**config.mk**
```make
export PLATFORM = sky130hd
export DESIGN_NAME = kt_solver_param
export DESIGN_NICKNAME = d
export VERILOG_FILES = /design/src/rtl/kt_solver_param.sv
export SDC_FILE = /design/constraint.sdc
export NUM_CORES = 1
export LEC_CHECK = 0
export CORE_MARGIN = 2
export CORE_UTILIZATION = 45
export CTS_CLUSTER_DIAMETER = 200
export DETAILED_ROUTE_END_ITERATION = 8
export GPL_TIMING_DRIVEN = 0
export SLEW_MARGIN = 40
export SYNTH_ARGS = -nofsm -noshare
export SYNTH_HDL_FRONTEND = slang
export SYNTH_SLANG_ARGS = --single-unit
```
**constraint.sdc**
```tcl
create_clock -name clk -period 20.4 [get_ports clk]
set_input_delay 4.08 -clock clk [delete_from_list [all_inputs] [get_ports clk]]
set_output_delay 4.08 -clock clk [all_outputs]
set_load 0.03 [all_outputs]
```
**src/rtl/kt_solver_param.sv**
```systemverilog
`default_nettype none
// ============================================================================
// Module   : kt_solver_param
// Purpose  : Parametrised knight's-tour solver. Accepts a prefix path of a
//            knight on an N x N board, completes it with a depth-first search
//            in a programmable direction priority and streams the full path.
//            Unsolvable prefixes produce a single failure-report cycle.
// Revision : 1.0 - initial release
// ----------------------------------------------------------------------------
// Parameters
//   N             board side, 5..8
//   MW            step-count width, 2**MW > N*N
// Ports
//   clk           rising-edge clock
//   rst_n         asynchronous active-low reset
//   in_valid      prefix strobe, one cell per cycle
//   in_x, in_y    prefix cell
//   move_num      prefix length (sampled on first in_valid cycle)
//   priority_num  first direction tried at every cell (sampled likewise)
//   out_valid     result strobe
//   out_x, out_y  path cell for move_out
//   move_out      1-based step index (0 on failure / idle)
//   out_fail      failure-report flag
// ============================================================================
module kt_solver_param #(
  parameter int N  = 5,
  parameter int MW = 5
) (
  input  logic          clk,
  input  logic          rst_n,
  input  logic          in_valid,
  input  logic [2:0]    in_x,
  input  logic [2:0]    in_y,
  input  logic [MW-1:0] move_num,
  input  logic [2:0]    priority_num,
  output logic          out_valid,
  output logic [2:0]    out_x,
  output logic [2:0]    out_y,
  output logic [MW-1:0] move_out,
  output logic          out_fail
);

  localparam int            CELLS   = N * N;
  localparam int            IW      = (CELLS > 1) ? $clog2(CELLS) : 1;
  localparam logic [MW-1:0] C_CELLS = MW'(CELLS);
  localparam logic [3:0]    C_N     = 4'(N);

  typedef enum logic [2:0] {
    S_IDLE  = 3'd0,
    S_INPUT = 3'd1,
    S_WALK  = 3'd2,
    S_OUT   = 3'd3,
    S_FAIL  = 3'd4
  } state_t;

  state_t r_state;
  state_t w_state_n;

  // Path stack, per-step direction stack and visited map
  logic [2:0]       r_px   [CELLS];
  logic [2:0]       r_py   [CELLS];
  logic [2:0]       r_dstk [CELLS];
  logic [CELLS-1:0] r_vis;

  logic [MW-1:0] r_depth;
  logic [MW-1:0] r_mnum;
  logic [2:0]    r_prio;
  logic [2:0]    r_dir;
  logic          r_exh;     // all 8 directions of the top cell tried

  logic          r_out_valid;
  logic          r_out_fail;
  logic [2:0]    r_out_x;
  logic [2:0]    r_out_y;
  logic [MW-1:0] r_move_out;

  function automatic logic [IW-1:0] cell_idx(input logic [2:0] x, input logic [2:0] y);
    return IW'(int'(y) * N + int'(x));
  endfunction

  // --------------------------------------------------------------------------
  // Candidate evaluation from the top of the path stack
  // --------------------------------------------------------------------------
  logic [IW-1:0] w_top;
  logic [IW-1:0] w_par;
  logic [IW-1:0] w_wr;
  logic [2:0]    w_tx;
  logic [2:0]    w_ty;
  logic [3:0]    w_dx;
  logic [3:0]    w_dy;
  logic [3:0]    w_cx;
  logic [3:0]    w_cy;
  logic [IW-1:0] w_cidx;
  logic          w_cand_ok;
  logic          w_full;
  logic          w_last_push;
  logic          w_pop_fail;
  logic [2:0]    w_dir_nx;
  logic [2:0]    w_par_nx;

  assign w_top = IW'(r_depth - MW'(1));
  assign w_par = IW'(r_depth - MW'(2));
  assign w_wr  = IW'(r_depth);
  assign w_tx  = r_px[w_top];
  assign w_ty  = r_py[w_top];

  always_comb begin
    w_dx = 4'h0;
    w_dy = 4'h0;
    case (r_dir)
      3'd0:    begin w_dx = 4'hF; w_dy = 4'h2; end
      3'd1:    begin w_dx = 4'h1; w_dy = 4'h2; end
      3'd2:    begin w_dx = 4'h2; w_dy = 4'h1; end
      3'd3:    begin w_dx = 4'h2; w_dy = 4'hF; end
      3'd4:    begin w_dx = 4'h1; w_dy = 4'hE; end
      3'd5:    begin w_dx = 4'hF; w_dy = 4'hE; end
      3'd6:    begin w_dx = 4'hE; w_dy = 4'hF; end
      default: begin w_dx = 4'hE; w_dy = 4'h1; end
    endcase
  end

  // Signed 4-bit arithmetic: bit 3 set means negative or >= 8, both off-board
  assign w_cx      = {1'b0, w_tx} + w_dx;
  assign w_cy      = {1'b0, w_ty} + w_dy;
  assign w_cidx    = cell_idx(w_cx[2:0], w_cy[2:0]);
  assign w_cand_ok = !w_cx[3] && (w_cx < C_N) && !w_cy[3] && (w_cy < C_N) && !r_vis[w_cidx];

  assign w_full      = (r_depth == C_CELLS);
  assign w_last_push = ((r_depth + MW'(1)) == C_CELLS);
  assign w_pop_fail  = (r_depth <= r_mnum);   // prefix cells are never popped
  assign w_dir_nx    = r_dir + 3'd1;
  assign w_par_nx    = r_dstk[w_par] + 3'd1;

  logic w_start;
  logic w_append;
  logic w_walk;
  logic w_accept;
  logic w_pop;

  assign w_start  = (r_state == S_IDLE) && in_valid;
  assign w_append = (r_state == S_INPUT) && in_valid && !w_full;
  assign w_walk   = (r_state == S_WALK) && !w_full;
  assign w_accept = w_walk && !r_exh && w_cand_ok;
  assign w_pop    = w_walk && r_exh && !w_pop_fail;

  // --------------------------------------------------------------------------
  // State machine
  // --------------------------------------------------------------------------
  always_ff @(posedge clk or negedge rst_n) begin
    if (!rst_n) r_state <= S_IDLE;
    else        r_state <= w_state_n;
  end

  always_comb begin
    w_state_n = r_state;
    case (r_state)
      S_IDLE:  if (in_valid) w_state_n = S_INPUT;
      S_INPUT: if (!in_valid) w_state_n = S_WALK;
      S_WALK: begin
        if (w_full)                       w_state_n = S_OUT;
        else if (r_exh && w_pop_fail)     w_state_n = S_FAIL;
        else if (w_accept && w_last_push) w_state_n = S_OUT;
      end
      S_OUT:   if (r_move_out == C_CELLS) w_state_n = S_IDLE;
      S_FAIL:  w_state_n = S_IDLE;
      default: w_state_n = S_IDLE;
    endcase
  end

  // --------------------------------------------------------------------------
  // Path and direction stacks (contents only meaningful below r_depth)
  // --------------------------------------------------------------------------
  always_ff @(posedge clk) begin
    if (w_start) begin
      r_px[0] <= in_x;
      r_py[0] <= in_y;
    end else if (w_append) begin
      r_px[w_wr] <= in_x;
      r_py[w_wr] <= in_y;
    end else if (w_accept) begin
      r_px[w_wr]    <= w_cx[2:0];
      r_py[w_wr]    <= w_cy[2:0];
      r_dstk[w_top] <= r_dir;
    end
  end

  // --------------------------------------------------------------------------
  // Search control
  // --------------------------------------------------------------------------
  always_ff @(posedge clk or negedge rst_n) begin
    if (!rst_n) begin
      r_vis   <= '0;
      r_depth <= '0;
      r_mnum  <= '0;
      r_prio  <= '0;
      r_dir   <= '0;
      r_exh   <= 1'b0;
    end else begin
      if (w_start) begin
        r_vis                    <= '0;
        r_vis[cell_idx(in_x, in_y)] <= 1'b1;
        r_depth                  <= MW'(1);
        r_mnum                   <= move_num;
        r_prio                   <= priority_num;
      end else if (w_append) begin
        r_vis[cell_idx(in_x, in_y)] <= 1'b1;
        r_depth                  <= r_depth + MW'(1);
      end else if ((r_state == S_INPUT) && !in_valid) begin
        r_dir <= r_prio;
        r_exh <= 1'b0;
      end else if (w_pop) begin
        r_vis[cell_idx(w_tx, w_ty)] <= 1'b0;
        r_depth                  <= r_depth - MW'(1);
        // Parent resumes at its stored direction + 1 unless that wraps too
        if (w_par_nx == r_prio) begin
          r_exh <= 1'b1;
        end else begin
          r_dir <= w_par_nx;
          r_exh <= 1'b0;
        end
      end else if (w_accept) begin
        r_vis[w_cidx] <= 1'b1;
        r_depth       <= r_depth + MW'(1);
        r_dir         <= r_prio;
      end else if (w_walk && !r_exh) begin
        if (w_dir_nx == r_prio) r_exh <= 1'b1;
        else                    r_dir <= w_dir_nx;
      end
    end
  end

  // --------------------------------------------------------------------------
  // Registered outputs, loaded from the next state so they align with it
  // --------------------------------------------------------------------------
  logic [IW-1:0] w_oidx;
  logic [MW-1:0] w_omove;

  assign w_oidx  = (r_state == S_OUT) ? IW'(r_move_out) : '0;
  assign w_omove = (r_state == S_OUT) ? (r_move_out + MW'(1)) : MW'(1);

  always_ff @(posedge clk or negedge rst_n) begin
    if (!rst_n) begin
      r_out_valid <= 1'b0;
      r_out_fail  <= 1'b0;
      r_out_x     <= '0;
      r_out_y     <= '0;
      r_move_out  <= '0;
    end else begin
      r_out_valid <= 1'b0;
      r_out_fail  <= 1'b0;
      r_out_x     <= '0;
      r_out_y     <= '0;
      r_move_out  <= '0;
      if (w_state_n == S_OUT) begin
        r_out_valid <= 1'b1;
        r_out_x     <= r_px[w_oidx];
        r_out_y     <= r_py[w_oidx];
        r_move_out  <= w_omove;
      end else if (w_state_n == S_FAIL) begin
        r_out_valid <= 1'b1;
        r_out_fail  <= 1'b1;
      end
    end
  end

  assign out_valid = r_out_valid;
  assign out_fail  = r_out_fail;
  assign out_x     = r_out_x;
  assign out_y     = r_out_y;
  assign move_out  = r_move_out;

endmodule
`default_nettype wire

```
==> results.toml, run 1 <==
[min_path]
hold_end = "r_mnum[0]"
hold_path_depth = 2
hp-start = "r_mnum[0]"
min_path_type = "flop to flop"

[setup_path]
reg2regPathDepth = 25
cp_common_cell = "clkbuf_1"
worstPathRequired_ns = 20.62
critPathMaxStageDelay_ns = 0.77
endpoint_kind = "flop"
rrSetupSlack_ns = 9.95
crit_arrival_ns = 10.67
crit_slowest_cell = "clkbuf_1"
timing.rr.end = "r_px[3][2]"
crit_fanout = 10
start_kind = "flop"
worstReg2RegStart = "r_depth[1]"
crit_type = "flop to flop"

[floorplan]
die_h_um = 188
rows = 67
coreArea_um2 = 33400
die_w_um = 188
io_pins = 30
initial_core_util_pct = 45.5
dieArea_um2 = 35200

[sta]
tns_ns = 0
setup_viol = 0
hold_viol = 0
relSlewSlack_pct = 37.7
hold_slack_ns = 0.507
max_freq_mhz = 95.7
final_max_slew_viol_count = 0
tightestPinTransition_ns = 0.934
rsz0062_at_grt = "false"
period_minus_slack_ns = 10.45
finalCritPeriodShare_pct = 51.2
finClkSkew_ns = 0.0248

[drt]
drtAntennaViolNets = 0
drt-initial-drc-count = 1282
drt-wirelength-per-cell_um = 25.9
via_count = 10800
routed_wl_mm = 44.4
via_per_inst = 6.29
first_pass_iters = 7
route.detailed.drc = 0

[clock_network]
cts.clk_slew.worst_paths_ns = 0.06
postCtsSetupRepairBufs = 0
cts.path.max_buffers = 3
clk_latency_ns = 0.59
cts_resized = 0
holdBufCountCts = 0
htree_levels = 1
cts_root_buffer = "clkbuf_16"
cts_sinks = 283
cts_buffers = 30
cts_tree = "done"

[synth]
synth_fa_ha_area_share_pct = 4.94
syn_inst = 1178
postSynthAreaPerCell_um2 = 12.9
synth_edf_count = 225
synth_seq_cells = 283
synth_cell_types = 87
syn_nets = 1252
synth_compound_area_share_pct = 12.1
synth_top_family_by_area = "multiplexers"
synth_xor_area_share_pct = 2.42
synth-simple-area-share_pct = 10.4
yosys-mux-area-fraction_pct = 13.2
synthArstFlopShare_pct = 20.5
yosys_warnings = 0
syn_area_um2 = 15200
ys_seq_area_share_pct = 54.1
synth_ff_type = "edfxtp_1"

[placed_design]
dp_cells = 1658
gp_congestion = 0.930
io_buffers = 29
dp_hpwl_mm = 32.4

[layout]
drive_gt1_share_pct = 15.8
diodes = 0
instances_no_fill = 1713
syn_to_final_growth_pct = 12.7
final_nets = 1316

[global_route]
grt_usage_pct = 25.4
grt_max_degree = 35
antenna_found_initial = 0
gr-total-overflow = 0
grt_first_pass_wirelength_mm = 67.7
grt_pass1_vias = 10500

[status]
status = "completed"

[job]
drv_cap = 0
flip-flops by register name, indices dropped and copies added (netlist names), 5 cells and up:
signal    flops
r_py         75
r_px         75
r_dstk       75
r_mnum        5
move_out      5
r_vis        25
r_depth       5
final cells by class:
type                            instances  area, um^2
Buffer                                 72         328
Fill cell                            2944       16300
Sequential cell                       283        8210
Timing Repair Buffer                   32         338
Clock buffer                           34         786
Multi-Input combinational cell        794        6590
Tap cell                              448         561
Inverter                               29         109
Clock inverter                         21         184
per-stage QoR:
stage          util (%)  setup WS (ns)  area (um^2)
6_report           51.3           9.95        17100
3_5_place_dp       48.3           9.90        16100
2_1_floorplan         -          12.70        15200
3_3_place_gp       48.1           9.28        16000
4_1_cts            51.2           9.86        17100
5_1_grt            51.3           9.60        17100
cells in the final DEF, fill, tap and decap left out, types with 6 or more instances in the layout:
cell               n
a211oi_1          18
a21o_1             7
a21oi_1           39
a221oi_1          49
a22oi_1           11
a31oi_1           31
and2_1             6
buf_2             11
clkbuf_1          50
clkbuf_16         30
clkdlybuf4s50_1   28
dfrtp_1           55
edfxtp_1         225
ha_1              52
inv_1             28
mux2_2            11
mux2i_1           23
mux4_2            73
nand2_1          120
nand2b_1           8
nand3_1           19
nand4_1            6
nor2_1            93
nor2b_1           12
nor3_1            28
o21ai_0           48
o21ai_1            7
or3_1              7
xnor2_1           13
xor2_1            13
routing by layer:
layer  wire (um)  part of all wire [%]  global-route usage (%)  up-vias
met3        3600                   8.1                    4.21       92
met2       20300                    46                    39.8      595
met5           0                     0                       0        -
met4        1580                   3.6                    8.54        0
li1            -                     -                       -     4728
met1       18900                    43                    36.3     5365
cell usage after synthesis, types with 14 or more instances:
library cell,instances,area share (%)
edfxtp_1,225,44
a31oi_1,31,1.3
nand2_1,120,3.0
o21ai_0,50,1.6
mux2i_1,23,1.5
nor2_1,96,2.4
nor3_1,30,0.99
a21oi_1,39,1.3
a211oi_1,18,0.89
inv_1,28,0.69
mux4_2,73,11
a221oi_1,49,2.8
dfrtp_1,58,9.6
nand3_1,19,0.63
clkbuf_1,49,1.2
ha_1,52,4.3
xnor2_1,14,0.81
critical path, delay by kind of cell (launching register included):
kind | cells | cell delay, ns
fa+ha+maj | 5 | 1.96
mux | 1 | 0.45
compound gates | 6 | 1.87
xor+xnor | 2 | 0.71
buf+inv | 8 | 3.63
simple gates | 3 | 0.94
flops | 1 | 0.49
kinds of logic after synthesis:
group | Yosys count
adder cells (fa/ha/maj) | 57
AO/OA/AOI/OAI | 258
AND/OR/NAND/NOR | 337
multiplexers | 108
XOR/XNOR | 34
buffers and inverters | 101
flip-flops | 283
worst max path at each step:
stage	from	to	slack (ns)	cells past startpoint
finish	r_depth[1]	r_px[3][2]	9.95	25
detailed placement	r_depth[1]	r_px[3][2]	9.90	25
global route	r_depth[1]	r_px[3][2]	9.60	25
global placement	r_depth[1]	r_px[2][2]	9.28	24
CTS	r_depth[1]	r_py[3][1]	9.86	25
floorplan	r_depth[1]	r_px[10][0]	12.70	28
Power of run 1 is not shown: default switching activity piles up to over one toggle a cycle in this logic, so the estimate is an artifact.
==> run 2: changes to the inputs <==
==> constraint.sdc (replaced) <==
create_clock -name clk -period 9.8 [get_ports clk]
set_input_delay 1.96 -clock clk [delete_from_list [all_inputs] [get_ports clk]]
set_output_delay 1.96 -clock clk [all_outputs]
set_load 0.03 [all_outputs]
==> run 2 against run 1 <==
  * Worst hold slack about the same
  * First-iteration DRC count shrank 9.0%
  * Final area is 0.14% higher
  * Clock skew decreased by 0.0057 ns
  * Via count is 0.74% lower
  * Fmax up 10%
  * Core utilization rose by 0.071 points
  * Cell count barely moved
  * Non-clock buffer count decreased by 1
  * Global-route usage hardly changed
  * Sequential cell count is the same
  * Critical path depth is 1 lower
  * Critical endpoint is now r_py[11][1]
  * Highest routed layer is now met5
==> results.toml, run 2 (synthesized netlist as in run 1, its figures left out) <==
[global_route]
grt_max_degree = 35
grt_usage_pct = 25.4
antenna_found_initial = 1
grt_first_pass_wirelength_mm = 67.7
gr-total-overflow = 0
grt_pass1_vias = 10500

[sta]
final_max_slew_viol_count = 0
rsz0062_at_grt = "true"
finClkSkew_ns = 0.0191
period_minus_slack_ns = 9.49
setup_viol = 0
tightestPinTransition_ns = 0.852
hold_viol = 0
relSlewSlack_pct = 42.6
hold_slack_ns = 0.507
max_freq_mhz = 105
finalCritPeriodShare_pct = 96.8

[min_path]
hold_end = "r_mnum[0]"
hp-start = "r_mnum[0]"
hold_path_depth = 2
min_path_type = "flop to flop"

[clock_network]
htree_levels = 1
clk_latency_ns = 0.58
cts_tree = "done"
cts.clk_slew.worst_paths_ns = 0.06
cts_sinks = 283
cts_buffers = 30
cts_root_buffer = "clkbuf_16"
postCtsSetupRepairBufs = 0
cts.path.max_buffers = 3

[drt]
via_count = 10700
via_per_inst = 6.25
drt-wirelength-per-cell_um = 26.0
routed_wl_mm = 44.4
route.detailed.drc = 0
first_pass_iters = 6
drt-initial-drc-count = 1167
drtAntennaViolNets = 0

[setup_path]
cp_top_family = "buffers and inverters"
cp.depth = 24
crit_slowest_cell = "ha_2"
timing.rr.end = "r_py[11][1]"
path_buf_inv = 7
crit_type = "flop to flop"
start_kind = "flop"
crit_fanout = 10
endpoint_kind = "flop"
crit_arrival_ns = 9.69
worstReg2RegStart = "r_depth[1]"
worstPathRequired_ns = 10.01
critPathMaxStageDelay_ns = 0.64
reg2regPathDepth = 24
worstPathCellList = "clkbuf_1 -> buf_2 -> buf_4 -> inv_1 -> ha_2 -> clkbuf_2 -> clkbuf_2 -> mux4_2 -> o311ai_0 -> a21oi_1 -> fa_1 -> xor2_1 -> ha_1 -> ha_1 -> fa_1 -> xnor2_2 -> nor2b_1 -> o21ai_1 -> o2111a_2 -> o311a_4 -> o21ai_2 -> or2_0 -> clkbuf_1 -> nor3_2"
rrSetupSlack_ns = 0.31

[floorplan]
die_w_um = 188
die_h_um = 188
coreArea_um2 = 33400
dieArea_um2 = 35200
rows = 67
initial_core_util_pct = 45.5
io_pins = 30

[job]
drv_cap = 0

[layout]
final_common_cell = "edfxtp_1"
diodes = 0
drive_gt1_share_pct = 16.7
layout_common_cells = "edfxtp_1, nand2_1, nor2_1, mux4_2, dfrtp_1"
syn_to_final_growth_pct = 12.8
final_nets = 1315
fillCellCount = 2939
reg_top3 = "r_dstk: 75 flops, r_px: 75 flops, r_py: 75 flops"

[placed_design]
gp_congestion = 0.930
dp_hpwl_mm = 32.4
io_buffers = 29

[status]
status = "completed"
==> run 2: changes by cell type in the layout (fill, tap and decap cells not counted) <==
cell,change
nor2_1,-5
nor3_2,-1
ha_2,+1
nor2_2,+5
clkbuf_2,+5
ha_1,-1
clkbuf_1,-6
nor3_4,+1
==> run 2: worst max-delay path by stage <==
stage	from	to	slack, ns
2_1_floorplan	r_depth[1]	r_px[10][0]	2.10
3_3_place_gp	r_depth[1]	r_px[2][2]	-1.32
3_5_place_dp	r_depth[1]	r_px[3][2]	-0.70
4_1_cts	r_depth[1]	r_py[3][1]	0.03
5_1_grt	r_depth[1]	r_py[11][1]	-0.04
6_report	r_depth[1]	r_py[11][1]	0.31
==> run 2: area by class of cell <==
cell class	count	area (um^2)	share of cell area, %
timing repair buffer	32	338	1.97
sequential	283	8210	47.9
multi-input combinational	794	6610	38.6
buffer	71	330	1.93
tap	448	561	3.27
inverter	29	109	0.635
clock inverter	21	184	1.07
clock buffer	34	786	4.59
==> run 2: what timing repair did <==
action                                  CTS  global route
gates resized for setup                   4            11
endpoints found under the setup margin  381           157
hold buffers                              0             0
endpoints found under the hold margin     0             0
==> run 2: routing by layer <==
layer | track usage [%] | vias to the layer above | part of all wire, %
met1 | 36.2 | 5348 | 44
met5 | 0 | - | 0.036
met4 | 9.06 | 2 | 3.8
met2 | 39.6 | 520 | 46
met3 | 4.23 | 101 | 6.9
li1 | - | 4729 | -
==> run 2: per-stage QoR <==
stage               setup slack [ns]  utilization, %  instance area, um^2  setup TNS [ns]  instances
finish                         0.312            51.3                17100               0       1712
global route                 -0.0378            51.3                17100          -0.475       1712
CTS                           0.0321            51.2                17100               0       1713
detailed placement            -0.698            48.3                16100         -114.34       1658
global placement               -1.32            48.1                16000         -164.96       1655
floorplan                       2.10               -                15200               0       1178
==> run 2: tightest hold or removal path: stages (launching register included) <==
cell	delay [ns]
dfrtp_1	0.36
nand2_1	0.05
nand2_1	0.06
Power of run 2 is left out for the same reason.
==> run 3: changes to the inputs <==
--- a/config.mk
+++ b/config.mk
@@ -9,7 +9,6 @@
 export CORE_UTILIZATION = 45
 export CTS_CLUSTER_DIAMETER = 200
 export DETAILED_ROUTE_END_ITERATION = 8
-export GPL_TIMING_DRIVEN = 0
 export SLEW_MARGIN = 40
 export SYNTH_ARGS = -nofsm -noshare
 export SYNTH_HDL_FRONTEND = slang
==> run 3 against run 2 <==
  * Final area fell by 1.6%
  * Die area did not move
  * Fmax is 22% higher
  * Via count is 2.7% lower
  * Critical path depth shrank 1
  * Routed wire length decreased by 6.5%
  * Clock skew up 0.0071 ns
  * Register-to-register slack improved by 1.7 ns
==> results.toml, run 3 (synthesized netlist as in run 1, its figures left out) <==
[setup_path]
crit_start = "r_depth[0]"
worstSetupEndpoint = "r_px[23][0]"
worstPathRequired_ns = 10.01
reg2regPathDepth = 23
timing.rr.end = "r_px[23][0]"
worstReg2RegStart = "r_depth[0]"
crit_type = "flop to flop"
endpoint_kind = "flop"
rrSetupSlack_ns = 2.02
crit_fanout = 18
crit_arrival_ns = 7.99
start_kind = "flop"

[sta]
period_minus_slack_ns = 7.78
setup_viol = 0
relSlewSlack_pct = 45.6
tightestPinTransition_ns = 0.812
finClkSkew_ns = 0.0261
rsz0062_at_grt = "false"
hold_viol = 0
finalCritPeriodShare_pct = 79.4
tns_ns = 0
final_max_slew_viol_count = 0
max_freq_mhz = 129

[floorplan]
die_w_um = 188
dieArea_um2 = 35200
io_pins = 30
die_h_um = 188
rows = 67
coreArea_um2 = 33400
initial_core_util_pct = 45.5

[layout]
final_common_cell = "edfxtp_1"
syn_to_final_growth_pct = 11.1
drive_gt1_share_pct = 16.0
final_nets = 1260
reg_top3 = "r_dstk: 75 flops, r_px: 75 flops, r_py: 75 flops"
layout_common_cells = "edfxtp_1, nand2_1, nor2_1, mux4_2, dfrtp_1"
diodes = 0
instances_no_fill = 1657

[drt]
routed_wl_mm = 41.5
via_per_inst = 6.28
via_count = 10400
drt-initial-drc-count = 1118
first_pass_iters = 5
route.detailed.drc = 0
drt-wirelength-per-cell_um = 25.1
drtAntennaViolNets = 0

[global_route]
grt_usage_pct = 23.6
gr-total-overflow = 0
grt_first_pass_wirelength_mm = 63.4
grt_pass1_vias = 10100
antenna_found_initial = 0
grt_max_degree = 59

[status]
status = "completed"

[placed_design]
dp_hpwl_mm = 28.6
io_buffers = 29
gp_congestion = 0.902
dp_cells = 1603

[clock_network]
cts_buffers = 29
htree_levels = 1
cts_tree = "done"
cts_root_buffer = "clkbuf_16"
clk_latency_ns = 0.58
cts_sinks = 283
postCtsSetupRepairBufs = 0
cts.clk_slew.worst_paths_ns = 0.06
cts_resized = 0
cts.path.max_buffers = 3
holdBufCountCts = 0

[job]
drv_cap = 0

[min_path]
min_path_type = "flop to flop"
run 3: area by class of cell:
type	instances	area, um^2
fill	2908	16500
sequential	283	8220
multi-input combinational	794	6580
clock buffer	39	783
tap	448	561
timing repair buffer	49	443
clock inverter	15	168
inverter	29	109
run 3: critical path: stages (launching register included):
cell and delay, ns:
dfrtp_4 0.60, inv_2 0.23, ha_1 0.29, nor3b_4 0.36, xor2_4 0.46, nand2_1 0.32, o221ai_1 0.24, o21ai_0 0.11
nand2_1 0.08, a21oi_1 0.13, ha_1 0.26, fa_1 0.42, xor2_1 0.27, ha_1 0.29, ha_1 0.34, fa_1 0.47
xnor2_2 0.45, nor2b_1 0.09, o21ai_1 0.21, o2111a_2 0.32, o311a_4 0.35, o21ai_2 0.11, or2_0 0.44, nor2_1 0.58
run 3: layer usage:
layer / GRT usage (%) / up-vias / part of all wire (%)
met4: 8.87 / 0 / 4.0
met1: 34.8 / 5195 / 43
met3: 3.50 / 94 / 8.0
li1: - / 4617 / -
met5: 0 / - / 0
met2: 35.6 / 506 / 45
run 3: worst min path at each step:
stage	startpoint	endpoint	depth (start not counted)	slack (ns)
after floorplan	r_mnum[0]	r_mnum[0]	2	0.45
after global placement	r_vis[24]	r_vis[24]	2	0.47
after detailed placement	r_mnum[0]	r_mnum[0]	2	0.49
after CTS	r_vis[24]	r_vis[24]	2	0.51
after global routing	r_mnum[0]	r_mnum[0]	2	0.56
final	r_vis[24]	r_vis[24]	2	0.51
run 3: through the flow:
step                hold slack (ns)  cell area, um^2  worst slack (ns)  util (%)
floorplan                     0.450            15200              2.10         -
global placement              0.474            15900              1.71      47.5
detailed placement            0.493            15900              1.44      47.6
CTS                           0.512            16800              1.42      50.4
global route                  0.557            16900              1.56      50.5
finish                        0.510            16900              2.02      50.5
Power of run 3 is left out for the same reason.
